===== config.mk =====
export PLATFORM = sky130hd
export DESIGN_NAME = decoder_req_scheduler_flat
export DESIGN_NICKNAME = d
export VERILOG_FILES = /design/src/rtl/decoder_req_scheduler_if.sv /design/src/rtl/decoder_req_scheduler.sv /design/src/flat_wrapper.sv
export SDC_FILE = /design/constraint.sdc
export NUM_CORES = 1
export LEC_CHECK = 0
export CORE_ASPECT_RATIO = 1.4
export CORE_MARGIN = 8
export CORE_UTILIZATION = 39
export CTS_CLUSTER_SIZE = 25
export DETAILED_ROUTE_END_ITERATION = 12
export HOLD_SLACK_MARGIN = 0.12
export PLACE_DENSITY = 0.76
export SYNTH_ARGS = -nofsm -noshare
export SYNTH_HDL_FRONTEND = slang
export SYNTH_SLANG_ARGS = --single-unit

===== constraint.sdc =====
create_clock -name wb_clk_i -period 2.16 [get_ports wb_clk_i]
set_input_delay 0.432 -clock wb_clk_i [delete_from_list [all_inputs] [get_ports wb_clk_i]]
set_output_delay 0.432 -clock wb_clk_i [all_outputs]
set_load 0.03 [all_outputs]

===== src/rtl/decoder_req_scheduler_if.sv =====
// Request, decoder and response bundle between client logic, the shared
// decoder instance and decoder_req_scheduler.
interface decoder_req_scheduler_if #(
    parameter int NUM_REQ = 4,
    parameter int ID_W    = 2,
    parameter int OUT_W   = 8
);
    logic [NUM_REQ-1:0]   req_valid;
    logic [7*NUM_REQ-1:0] req_code;
    logic [NUM_REQ-1:0]   req_ready;
    logic [6:0]           dec_in;
    logic [OUT_W-1:0]     dec_out;
    logic                 rsp_valid;
    logic [ID_W-1:0]      rsp_id;
    logic [OUT_W-1:0]     rsp_data;
    logic                 rsp_ready;
    logic                 busy;

    modport slave (
        input  req_valid, req_code, dec_out, rsp_ready,
        output req_ready, dec_in, rsp_valid, rsp_id, rsp_data, busy
    );

    modport master (
        output req_valid, req_code, dec_out, rsp_ready,
        input  req_ready, dec_in, rsp_valid, rsp_id, rsp_data, busy
    );
endinterface


===== src/rtl/decoder_req_scheduler.sv =====
// Round-robin scheduler sharing one combinational decoder between NUM_REQ
// requesters: grant, drive code, wait DEC_LAT settle cycles, capture, respond.
module decoder_req_scheduler #(
    parameter int NUM_REQ = 4,
    parameter int ID_W    = 2,
    parameter int OUT_W   = 8,
    parameter int DEC_LAT = 1
) (
    input  logic                   wb_clk_i,
    input  logic                   wb_rst_i,
    decoder_req_scheduler_if.slave bus
);

    typedef enum logic [1:0] {
        IDLE = 2'd0,
        WAIT = 2'd1,
        RESP = 2'd2
    } state_t;

    state_t             state_r;
    state_t             state_nx_s;
    logic [ID_W-1:0]    ptr_r;
    logic [ID_W-1:0]    ptr_nx_s;
    logic [ID_W-1:0]    win_s;
    logic               found_s;
    logic [6:0]         win_code_s;
    logic [NUM_REQ-1:0] grant_s;
    logic [3:0]         cnt_r;
    logic [6:0]         dec_in_r;
    logic [ID_W-1:0]    rsp_id_r;
    logic [OUT_W-1:0]   rsp_data_r;
    logic               rsp_valid_r;
    logic               busy_r;

    // First asserted requester scanning upward from ptr, wrapping at NUM_REQ.
    function automatic logic [ID_W:0] rr_pick(input logic [NUM_REQ-1:0] valid,
                                              input logic [ID_W-1:0]    ptr);
        logic               found;
        logic [ID_W-1:0]    win;
        logic [NUM_REQ-1:0] sh;
        int                 idx;
        found = 1'b0;
        win   = '0;
        for (int k = 0; k < NUM_REQ; k++) begin
            idx = (int'(ptr) + k) % NUM_REQ;
            sh  = valid >> idx;
            if (!found && sh[0]) begin
                found = 1'b1;
                win   = ID_W'(idx);
            end else begin
                found = found;
            end
        end
        return {found, win};
    endfunction

    function automatic logic [6:0] code_of(input logic [7*NUM_REQ-1:0] codes,
                                           input logic [ID_W-1:0]      id);
        logic [7*NUM_REQ-1:0] sh;
        sh = codes >> (7 * int'(id));
        return sh[6:0];
    endfunction

    // Arbiter: winner, its code, the advanced pointer and the one-hot accept.
    always_comb begin
        {found_s, win_s} = rr_pick(bus.req_valid, ptr_r);
        win_code_s       = code_of(bus.req_code, win_s);
        if (win_s == ID_W'(NUM_REQ - 1)) begin
            ptr_nx_s = '0;
        end else begin
            ptr_nx_s = win_s + ID_W'(1);
        end
        grant_s = '0;
        for (int i = 0; i < NUM_REQ; i++) begin
            if ((state_r == IDLE) && found_s && (win_s == ID_W'(i))) begin
                grant_s[i] = 1'b1;
            end else begin
                grant_s[i] = 1'b0;
            end
        end
    end

    // Next-state decode.
    always_comb begin
        state_nx_s = state_r;
        case (state_r)
            IDLE: begin
                if (found_s) begin
                    state_nx_s = WAIT;
                end else begin
                    state_nx_s = IDLE;
                end
            end
            WAIT: begin
                if (cnt_r == 4'd0) begin
                    state_nx_s = RESP;
                end else begin
                    state_nx_s = WAIT;
                end
            end
            RESP: begin
                if (bus.rsp_ready) begin
                    state_nx_s = IDLE;
                end else begin
                    state_nx_s = RESP;
                end
            end
            default: state_nx_s = IDLE;
        endcase
    end

    // State register; busy and rsp_valid are registered from the next state.
    always_ff @(posedge wb_clk_i) begin
        if (wb_rst_i) begin
            state_r     <= IDLE;
            busy_r      <= 1'b0;
            rsp_valid_r <= 1'b0;
        end else begin
            state_r     <= state_nx_s;
            busy_r      <= (state_nx_s != IDLE);
            rsp_valid_r <= (state_nx_s == RESP);
        end
    end

    // Datapath: grant latch, settle countdown and decoder capture.
    always_ff @(posedge wb_clk_i) begin
        if (wb_rst_i) begin
            ptr_r      <= '0;
            cnt_r      <= 4'd0;
            dec_in_r   <= 7'h00;
            rsp_id_r   <= '0;
            rsp_data_r <= '0;
        end else begin
            case (state_r)
                IDLE: begin
                    if (found_s) begin
                        dec_in_r <= win_code_s;
                        rsp_id_r <= win_s;
                        cnt_r    <= 4'(DEC_LAT);
                        ptr_r    <= ptr_nx_s;
                    end
                end
                WAIT: begin
                    if (cnt_r == 4'd0) begin
                        rsp_data_r <= bus.dec_out;
                    end else begin
                        cnt_r <= cnt_r - 4'd1;
                    end
                end
                RESP: begin
                    cnt_r <= cnt_r;
                end
                default: begin
                    cnt_r <= 4'd0;
                end
            endcase
        end
    end

    assign bus.req_ready = grant_s;
    assign bus.dec_in    = dec_in_r;
    assign bus.rsp_valid = rsp_valid_r;
    assign bus.rsp_id    = rsp_id_r;
    assign bus.rsp_data  = rsp_data_r;
    assign bus.busy      = busy_r;

endmodule


===== src/flat_wrapper.sv =====
// flat-port wrapper written by rule: the top's interface ports become plain ports
module decoder_req_scheduler_flat 
#(
    parameter int NUM_REQ = 4,
    parameter int ID_W    = 2,
    parameter int OUT_W   = 8,
    parameter int DEC_LAT = 1
)
  (wb_clk_i, wb_rst_i, bus_req_valid, bus_req_code, bus_dec_out, bus_rsp_ready, bus_req_ready, bus_dec_in, bus_rsp_valid, bus_rsp_id, bus_rsp_data, bus_busy);
  decoder_req_scheduler_if #(.NUM_REQ(NUM_REQ), .ID_W(ID_W), .OUT_W(OUT_W)) bus_i ();
  input  logic wb_clk_i;
  input  logic wb_rst_i;
  input wire logic [$bits(bus_i.req_valid)-1:0] bus_req_valid;
  input wire logic [$bits(bus_i.req_code)-1:0] bus_req_code;
  input wire logic [$bits(bus_i.dec_out)-1:0] bus_dec_out;
  input wire logic [$bits(bus_i.rsp_ready)-1:0] bus_rsp_ready;
  output wire logic [$bits(bus_i.req_ready)-1:0] bus_req_ready;
  output wire logic [$bits(bus_i.dec_in)-1:0] bus_dec_in;
  output wire logic [$bits(bus_i.rsp_valid)-1:0] bus_rsp_valid;
  output wire logic [$bits(bus_i.rsp_id)-1:0] bus_rsp_id;
  output wire logic [$bits(bus_i.rsp_data)-1:0] bus_rsp_data;
  output wire logic [$bits(bus_i.busy)-1:0] bus_busy;
  assign bus_i.req_valid = bus_req_valid;
  assign bus_i.req_code = bus_req_code;
  assign bus_i.dec_out = bus_dec_out;
  assign bus_i.rsp_ready = bus_rsp_ready;
  assign bus_req_ready = bus_i.req_ready;
  assign bus_dec_in = bus_i.dec_in;
  assign bus_rsp_valid = bus_i.rsp_valid;
  assign bus_rsp_id = bus_i.rsp_id;
  assign bus_rsp_data = bus_i.rsp_data;
  assign bus_busy = bus_i.busy;
  decoder_req_scheduler #(.NUM_REQ(NUM_REQ), .ID_W(ID_W), .OUT_W(OUT_W), .DEC_LAT(DEC_LAT)) u_core (.wb_clk_i(wb_clk_i), .wb_rst_i(wb_rst_i), .bus(bus_i));
endmodule

# After elaboration in Yosys (flattened, before gate mapping)
# Cells that the tools add are included.
# word_totals
regBits,27
inputBits,43
out_inout_bits,23
word_cells,72
# classes
n_addsub,5
multipliers,1
eq_ne,8
shift,5
mux,20
bitwise_logic,4
n_reduce_logical,21
# op_table
op,n
$shr 4x32->1,3
$shr 28x32->7,1
$mux 2,7
$pmux 4 s3,1
$mux 1,9
$eq 2x2->1 const B,4
$logic_and 1x1->1,8
$mux 4,2
$pmux 2 s3,1
$reduce_or 2->1,3
$mul 3x2->5 const A,1
$add 2x1->2 const B,2
$add 2x2->2 const B,2
$eq 2x1->1 const B,2
$logic_not 2->1,2
$logic_not 4->1,1
$reduce_and 2->1,2
$shr 4x2->1,1
$sub 4x1->4 const B,1
$and 1x1->1 const A,3
$logic_not 1->1,3
$reduce_and 3->1,1
$ne 2x1->1 const B,1
$ne 2x2->1 const B,1
2 further kinds,2

# Longest topological paths before layout
# Gate-level depths: netlist of run 1.
# depth
word_depth,15
mapped_depth,9
mapped_depth_nobuf,7

# Worst setup path before layout of run 1
# No wires, ideal clock.
# synth_timing
kind,input port to output port
startpoint,input bus_req_valid[0]
endpoint,output bus_req_ready[1]
t_arrival_ns,1.734
required_ns,1.728
path_slack_ns,-0.006
stages,8
n_path_buf,2
path_cell_list,or2b_1 a21boi_1 or3b_1 buf_6 buf_6 inv_1 ha_1 and2_1
# synth_via
elab_chain_cells,14
elab_cells_between_ends,22
classes_between,eq/ne: 1; shift: 4; mux: 9; reduce/logical: 8
# synth_rtl
element,line,source
from (decl),flat_wrapper.sv:13,input wire logic [$bits(bus_i.req_valid)-1:0] bus_req_valid;
$shr 4x2->1,decoder_req_scheduler.sv:46,sh = valid >> idx;
$mux 1,decoder_req_scheduler.sv:47,if (!found && sh[0]) begin
$logic_not 1->1,decoder_req_scheduler.sv:47,
$logic_and 1x1->1,decoder_req_scheduler.sv:47,
$mux 1,decoder_req_scheduler.sv:47,
$logic_not 1->1,decoder_req_scheduler.sv:47,
$logic_and 1x1->1,decoder_req_scheduler.sv:47,
$mux 1,decoder_req_scheduler.sv:47,
$logic_not 1->1,decoder_req_scheduler.sv:47,
$logic_and 1x1->1,decoder_req_scheduler.sv:47,
$mux 2 *,decoder_req_scheduler.sv:47,
net u_core.win_s[0],decoder_req_scheduler.sv:24,logic [ID_W-1:0] win_s;
$eq 2x1->1 *,decoder_req_scheduler.sv:75,if ((state_r == IDLE) && found_s && (win_s == ID_W'(i))) begin
$logic_and 1x1->1 *,decoder_req_scheduler.sv:75,
$mux 1 *,decoder_req_scheduler.sv:75,
to (decl),flat_wrapper.sv:17,output wire logic [$bits(bus_i.req_ready)-1:0] bus_req_ready;
# Mark *: on every way through the listed nets, which the timed path passes. The rest lies on a longest branch.

# Worst setup path in the final report of run 1
# layout_timing
startpoint,register u_core.ptr_r[0]
endpoint,output bus_req_ready[0]
# layout_via
elab_chain_cells,15
elab_cells_between_ends,31
classes_between,add/sub: 3; shift: 4; mux: 9; bitwise: 3; reduce/logical: 12
# layout_rtl
element,line,source
from (decl),decoder_req_scheduler.sv:22,logic [ID_W-1:0] ptr_r;
from (signal assigned),decoder_req_scheduler.sv:140,ptr_r <= ptr_nx_s;
$add 2x1->2,decoder_req_scheduler.sv:45,idx = (int'(ptr) + k) % NUM_REQ;
$reduce_or 2->1 (no line),-,
$and 1x1->1 (no line),-,
$shr 4x32->1,decoder_req_scheduler.sv:46,
$logic_and 1x1->1,decoder_req_scheduler.sv:47,
$mux 1,decoder_req_scheduler.sv:47,
$logic_not 1->1,decoder_req_scheduler.sv:47,
$logic_and 1x1->1,decoder_req_scheduler.sv:47,
$mux 1,decoder_req_scheduler.sv:47,
$logic_not 1->1,decoder_req_scheduler.sv:47,
$logic_and 1x1->1,decoder_req_scheduler.sv:47,
$mux 2 / $mux 1 (equally long branches),decoder_req_scheduler.sv:47,
$logic_not 2->1 / $logic_and 1x1->1 (equally long branches),decoder_req_scheduler.sv:75,
$logic_and 1x1->1 *,decoder_req_scheduler.sv:75,
$mux 1 *,decoder_req_scheduler.sv:75,
# Every way passes the cells marked *; elsewhere a longest branch is shown, timed or not.

==> impl_metrics.toml, run 1 <==
[clocking]
htreeDepth = 1
clock_latency_ns = 0.26
clkTransAtPathRegs_ns = 0.09
numCtsBuffers = 3
cts_tree = "built"
cts.sinks = 27
cts_root_buffer = "clkbuf_8"
cts_buffer_depth = 2

[sta]
holdWs_ns = 0.464
worst_slack_ns = -0.0422
period_minus_slack_ns = 2.20
tightest_slew_ns = 0.480
finalCritPeriodShare_pct = 102
setup_viol = 4
maxSlewHeadroom_pct = 67.8
fmax_ghz = 0.454
finalSetupTns_ns = -0.126
final_max_slew_viol_count = 0
rsz0062_at_grt = "yes"
skew_ns = 0.00347
hold_violations = 0

[worst_hold_path]
whs_path_depth = 2
worstHoldEndpoint = "u_core.bus.rsp_id[0]$_SDFFE_PP0P_"
hp-start = "u_core.bus.rsp_id[0]$_SDFFE_PP0P_"
hold_class = "flip-flop to flip-flop"

[cells_and_area]
final_cell_mix = "clkdlybuf4s50_1, dfxtp_1, mux2i_1, nor2_1, buf_4"
nets = 276
area_growth_syn_to_layout_pct = 60.6
antennaDiodeCount = 0
final_common_cell = "clkdlybuf4s50_1"
instances_no_fill = 268
fin_util_pct = 64.2
fill_cells = 312
final_layout_size_suffix_gt1_share_pct = 19.5

[routing]
wl_per_cell_microns = 15.6
route.met3.wl_microns = 362
wl_mm = 4.18
dr.first_iter.drc_count = 29
highest_layer = "met4"
met1_length_mm = 1.47
drt-vias-per-instance = 5.00
met2_length_mm = 2.31
drcViolationCount = 0
firstDrtPassIters = 4
vias = 1341
ant_nets = 0

[worst_setup_path]
r2r_cells = 8
rr_startpoint = "u_core.ptr_r[1]$_SDFFE_PP0P_"
arrival_ns = 1.77
start_kind = "flip-flop"
reg2reg_slack_ns = 0.22
regToRegEndpoint = "u_core.bus.dec_in[2]$_SDFFE_PP0P_"
crit_path_start = "u_core.ptr_r[0]$_SDFFE_PP0P_"
cp_num_buf_inv = 1
cpMaxStageDelayCell = "or3b_4"
slowest_delay_ns = 0.43
crit_type = "flip-flop to primary output"
crit_family = "simple AND/OR/NAND/NOR gates"
crit_chain = "nand2b_4, a21o_1, or3b_4, ha_1, and2_1, buf_6"
worstPathRequired_ns = 1.73
critPathCaptureType = "primary output"
worstPathMaxFanout = 4

[power]
vdd_drop_max_mv = 0.910
power.density_nw_per_um2 = 1200
p_leak_nw = 1.01

[place]
gp_congestion = 0.732
placed_cells = 261
io_buffers = 65
dp_hpwl_mm = 3.36

[synthesis]
yosys_warnings = 0
syn_area_per_cell_sq_um = 9.35
ys_seq_area_share_pct = 37.8
synthCells = 153
synthesis.area_sq_um = 1430
ys_ff_latch = 27
ys_types = 35
syn_nets = 202

[job]
maxCapViolations = 0

[status]
outcome = "finished, violations left"
violations = "negative setup slack"

[floorplanning]
rows = 26
ios = 66
dieArea_sq_um = 5890
start_util_pct = 40.0
die_x_microns = 67.2
fp.dieH_microns = 87.7
core_area_sq_um = 3580

[global_route]
antenna_found_initial = 0
grt_pass1_wl_mm = 6.55
grt_usage_pct = 13.9
grt_pass1_vias = 1472
grt_max_degree = 24
grt_overflow_total = 0
==> layer usage <==
layer,vias to the layer above,GRT usage (%)
met1,622,13.6
met4,0,3.44
met5,-,0
met2,32,25.9
li1,685,-
met3,2,5.76
==> cells in the mapped netlist <==
cell	n	share of area (%)
nand3_1	3	1.0
o21bai_1	1	0.53
a21boi_1	1	0.53
o221ai_1	6	3.7
or3_1	2	0.87
nor2_1	14	3.7
or2_2	1	0.44
and2_1	4	1.7
a21oi_2	1	0.61
nand2b_1	3	1.3
nor4bb_1	1	0.70
ha_1	6	5.2
or3_4	2	1.6
or2b_1	2	1.0
o21ai_0	1	0.35
a21o_1	1	0.53
a211o_1	2	1.2
inv_2	1	0.26
dfxtp_1	27	38
a21oi_1	10	3.5
nor3b_1	1	0.53
clkbuf_1	5	1.3
mux2i_1	22	15
nand2_1	10	2.6
nor4_1	1	0.44
nor3_1	2	0.70
or3b_1	1	0.61
inv_1	4	1.0
buf_6	3	2.4
nor2b_1	1	0.44
a2111oi_0	2	1.2
o221ai_2	1	1.0
buf_2	2	0.70
xor2_1	2	1.2
nand3b_1	7	3.7
==> cell type report <==
| class | count | area [sq um] | area share (%) |
|---|---|---|---|
| Multi-Input combinational cell | 111 | 876 | 38.1 |
| Timing Repair Buffer | 79 | 753 | 32.8 |
| Sequential cell | 27 | 546 | 23.7 |
| Tap cell | 42 | 52.6 | 2.29 |
| Clock buffer | 3 | 41.3 | 1.80 |
| Inverter | 5 | 23.8 | 1.03 |
| Clock inverter | 1 | 5.00 | 0.218 |
==> registers in the layout (all words and copies together) (netlist names) <==
| name | cells |
|---|---|
| u_core.state_r | 2 |
| u_core.bus.rsp_valid | 1 |
| u_core.bus.dec_in | 7 |
| u_core.bus.rsp_id | 2 |
| u_core.cnt_r | 4 |
| u_core.bus.rsp_data | 8 |
| u_core.bus.busy | 1 |
| u_core.ptr_r | 2 |
==> report_power, final <==
part	switching (W)	internal, W
clock	0.000145	0.000129
combinational	0.000865	0.000808
sequential	0.000126	0.000678
==> kinds of logic (layout without fill, tap and decap cells) <==
kind of cell	count (synthesis)	after routing	synth area share, %
DFF	27	27	37.8
AOI/OAI and AO/OA	26	26	13.2
adders and majority gates	6	6	5.25
muxes	22	22	15.4
buffers and inverters	15	88	5.69
xor gates and xnor gates	2	2	1.23
and+or+nand+nor	55	55	21.4
==> timing repair <==
item	in CTS	in global routing
resized for setup	32	5
hold buffers	0	0
endpoints found under the hold margin	0	0
pin swaps	5	4
setup buffers	1	2
endpoints found under the setup margin	10	4
==> worst register-to-register path, stage by stage (launching register included) <==
cell and delay (ns):
dfxtp_4 0.38, a21oi_4 0.06, nor3b_2 0.16, or3_4 0.20, inv_4 0.06, buf_4 0.13, buf_4 0.12, or3_1 0.48
o221ai_1 0.26
==> worst max-delay path by stage <==
| stage | to | slack, ns | depth (start not counted) |
|---|---|---|---|
| 3_5_place_dp | bus_req_ready[1] | -0.48 | 8 |
| 2_1_floorplan | bus_req_ready[1] | 0.06 | 8 |
| 6_report | bus_req_ready[0] | -0.04 | 6 |
| 4_1_cts | bus_req_ready[2] | -0.03 | 7 |
| 5_1_grt | bus_req_ready[1] | -0.09 | 7 |
| 3_3_place_gp | bus_req_ready[3] | -0.38 | 8 |
==> through the flow <==
stage / cell area [sq um] / setup slack, ns / total power, W
2_1_floorplan: 1430 / 0.0598 / 0.00179
3_3_place_gp: 2150 / -0.378 / 0.00230
3_5_place_dp: 2150 / -0.476 / 0.00236
4_1_cts: 2250 / -0.0331 / 0.00273
5_1_grt: 2300 / -0.0895 / 0.00293
6_report: 2300 / -0.0422 / 0.00275
(Power assumes the default switching activity.)
==> run 2, diff against run 1 <==
--- a/config.mk
+++ b/config.mk
@@ -7,7 +7,7 @@
 export LEC_CHECK = 0
 export CORE_ASPECT_RATIO = 1.4
 export CORE_MARGIN = 8
-export CORE_UTILIZATION = 39
+export CORE_UTILIZATION = 37
 export CTS_CLUSTER_SIZE = 25
 export DETAILED_ROUTE_END_ITERATION = 12
 export HOLD_SLACK_MARGIN = 0.12
==> constraint.sdc (replaced) <==
create_clock -name wb_clk_i -period 1.9 [get_ports wb_clk_i]
set_input_delay 0.38 -clock wb_clk_i [delete_from_list [all_inputs] [get_ports wb_clk_i]]
set_output_delay 0.38 -clock wb_clk_i [all_outputs]
set_load 0.03 [all_outputs]
==> run 2 against run 1 <==
The flow still finishes with violations (negative setup slack). Final area up 5.1%. Count of clock-buffer cells in the layout up 1. Die area up 4.3%. Cell count up 1.5%. Critical path depth up 2. Via count up 2.0%. Critical path type unchanged. Largest power group unchanged.
==> impl_metrics.toml, run 2 (same netlist as run 1, synthesis figures left out) <==
[floorplanning]
ios = 66
core_area_sq_um = 3680
dieArea_sq_um = 6140
fp.dieH_microns = 89.6
start_util_pct = 38.9
rows = 26
die_x_microns = 68.5

[worst_setup_path]
cp_num_buf_inv = 3
crit_family = "simple AND/OR/NAND/NOR gates"
slowest_delay_ns = 0.39
crit_type = "flip-flop to primary output"
r2r_cells = 9
critPathCaptureType = "primary output"
cpMaxStageDelayCell = "or3_4"
arrival_ns = 1.76
worstPathRequired_ns = 1.52
crit_chain = "nand2b_4, buf_4, a21oi_2, or3_4, inv_4, ha_4, and2_4, buf_6"
critical_path_depth = 8
worstPathMaxFanout = 4
start_kind = "flip-flop"

[worst_hold_path]
whs_path_depth = 2
hold_class = "flip-flop to flip-flop"

[power]
switching_share_pct = 41.0
seqPwrFrac_pct = 28.0
power.density_nw_per_um2 = 1330
p_leak_nw = 1.05
power.net_switching_w = 0.00132
p_int_w = 0.00189
vdd_drop_max_mv = 1.13
pwr-share-comb_pct = 62.1
clockPowerShare_pct = 9.9

[place]
gp_congestion = 0.717
pre_cts_slack_ns = -0.612
io_buffers = 65
postPlaceCellArea_sq_um = 2250
dp_hpwl_mm = 3.19

[routing]
wl_mm = 4.07
ant_nets = 0
vias = 1368
dr.first_iter.drc_count = 82
drcViolationCount = 0
wl_per_cell_microns = 15.0
drt-vias-per-instance = 5.03
firstDrtPassIters = 3

[clocking]
htreeDepth = 1
cts_root_buffer = "clkbuf_8"
numCtsBuffers = 3
clock_latency_ns = 0.27
cts_tree = "built"
clkTransAtPathRegs_ns = 0.09
cts_buffer_depth = 2
cts.sinks = 27
cts_hold_buffers = 0

[cells_and_area]
multi_input_area_sq_um = 946
antennaDiodeCount = 0
final_cell_mix = "clkdlybuf4s50_1, dfxtp_1, mux2i_1, buf_4, nor2_1"
fill_cells = 300
final_layout_size_suffix_gt1_share_pct = 24.8
largest_reg_flops = 8
design_area_sq_um = 2410
area_growth_syn_to_layout_pct = 68.9
nets = 280
ff_latch_area_sq_um = 543
final_common_cell = "clkdlybuf4s50_1"

[sta]
rsz0062_at_grt = "yes"
skew_ns = 0.00198
final_max_slew_viol_count = 0
tightest_slew_ns = 0.397
fmax_ghz = 0.466
hold_violations = 0
holdWs_ns = 0.458
setup_viol = 5
finalCritPeriodShare_pct = 113
period_minus_slack_ns = 2.14
worst_slack_ns = -0.245
maxSlewHeadroom_pct = 73.4

[global_route]
grt_overflow_total = 0
grt_pass1_wl_mm = 6.70
antenna_found_initial = 0
grt_usage_pct = 13.9
grt_pass1_vias = 1478
grt_max_degree = 27

[status]
violations = "negative setup slack"
outcome = "finished, violations left"

[job]
maxCapViolations = 0
## run 2: routing by layer
metal,global-route usage [%],part of all wire (%),up-vias,wire [microns]
met4,3.93,1.0,0,42
met2,23.8,52,41,2140
met5,0,0,-,0
met3,5.40,8.2,5,336
li1,-,-,697,-
met1,15.3,38,625,1560
## run 2: path summary, 6_finish.rpt
check,to,slack (ns),start
setup / recovery,bus_req_ready[3],-0.24,u_core.ptr_r[0]$_SDFFE_PP0P_
hold / removal,u_core.bus.rsp_id[0]$_SDFFE_PP0P_,0.46,u_core.bus.rsp_id[0]$_SDFFE_PP0P_
setup reg to reg,u_core.bus.dec_in[2]$_SDFFE_PP0P_,0,u_core.ptr_r[0]$_SDFFE_PP0P_
hold reg to reg,u_core.bus.rsp_id[0]$_SDFFE_PP0P_,0.46,u_core.bus.rsp_id[0]$_SDFFE_PP0P_
## run 2: cell type report
cell class                      count  share of cell area, %
Tap cell                           42                   2.18
Multi-Input combinational cell    111                   39.2
Clock buffer                        4                   1.87
Inverter                            5                   1.19
Sequential cell                    27                   22.5
Timing Repair Buffer               83                   33.1
## run 2: stage by stage
stage	util, %	setup TNS, ns	cells	power (W)
2_1_floorplan	-	-0.159	153	0.00213
3_5_place_dp	61.2	-9.57	267	0.00277
6_report	65.7	-0.957	272	0.00321
3_3_place_gp	61.2	-8.75	267	0.00274
4_1_cts	65.5	-1.01	272	0.00322
5_1_grt	65.7	-1.70	272	0.00344
## run 2: power groups by stage
stage                     Clock, W  Combinational, W  Sequential [W]
after floorplan                  0          0.000987         0.00114
after global placement           0           0.00185        0.000894
after CTS                 0.000327           0.00200        0.000894
after detailed placement         0           0.00187        0.000900
final                     0.000318           0.00199        0.000898
after global routing      0.000352           0.00217        0.000922
## run 2: tightest hold or removal path, delay by kind of cell (launching register included)
family,cells,cell delay (ns)
compound gates,1,0.05
simple gates,1,0.05
flops,1,0.32
## run 2: timing repair
item / 4_1_cts / 5_1_grt
endpoints found under the setup margin: 15 / 14
setup buffers: 1 / 0
gates resized for setup: 28 / 7
pin swaps: 10 / 2
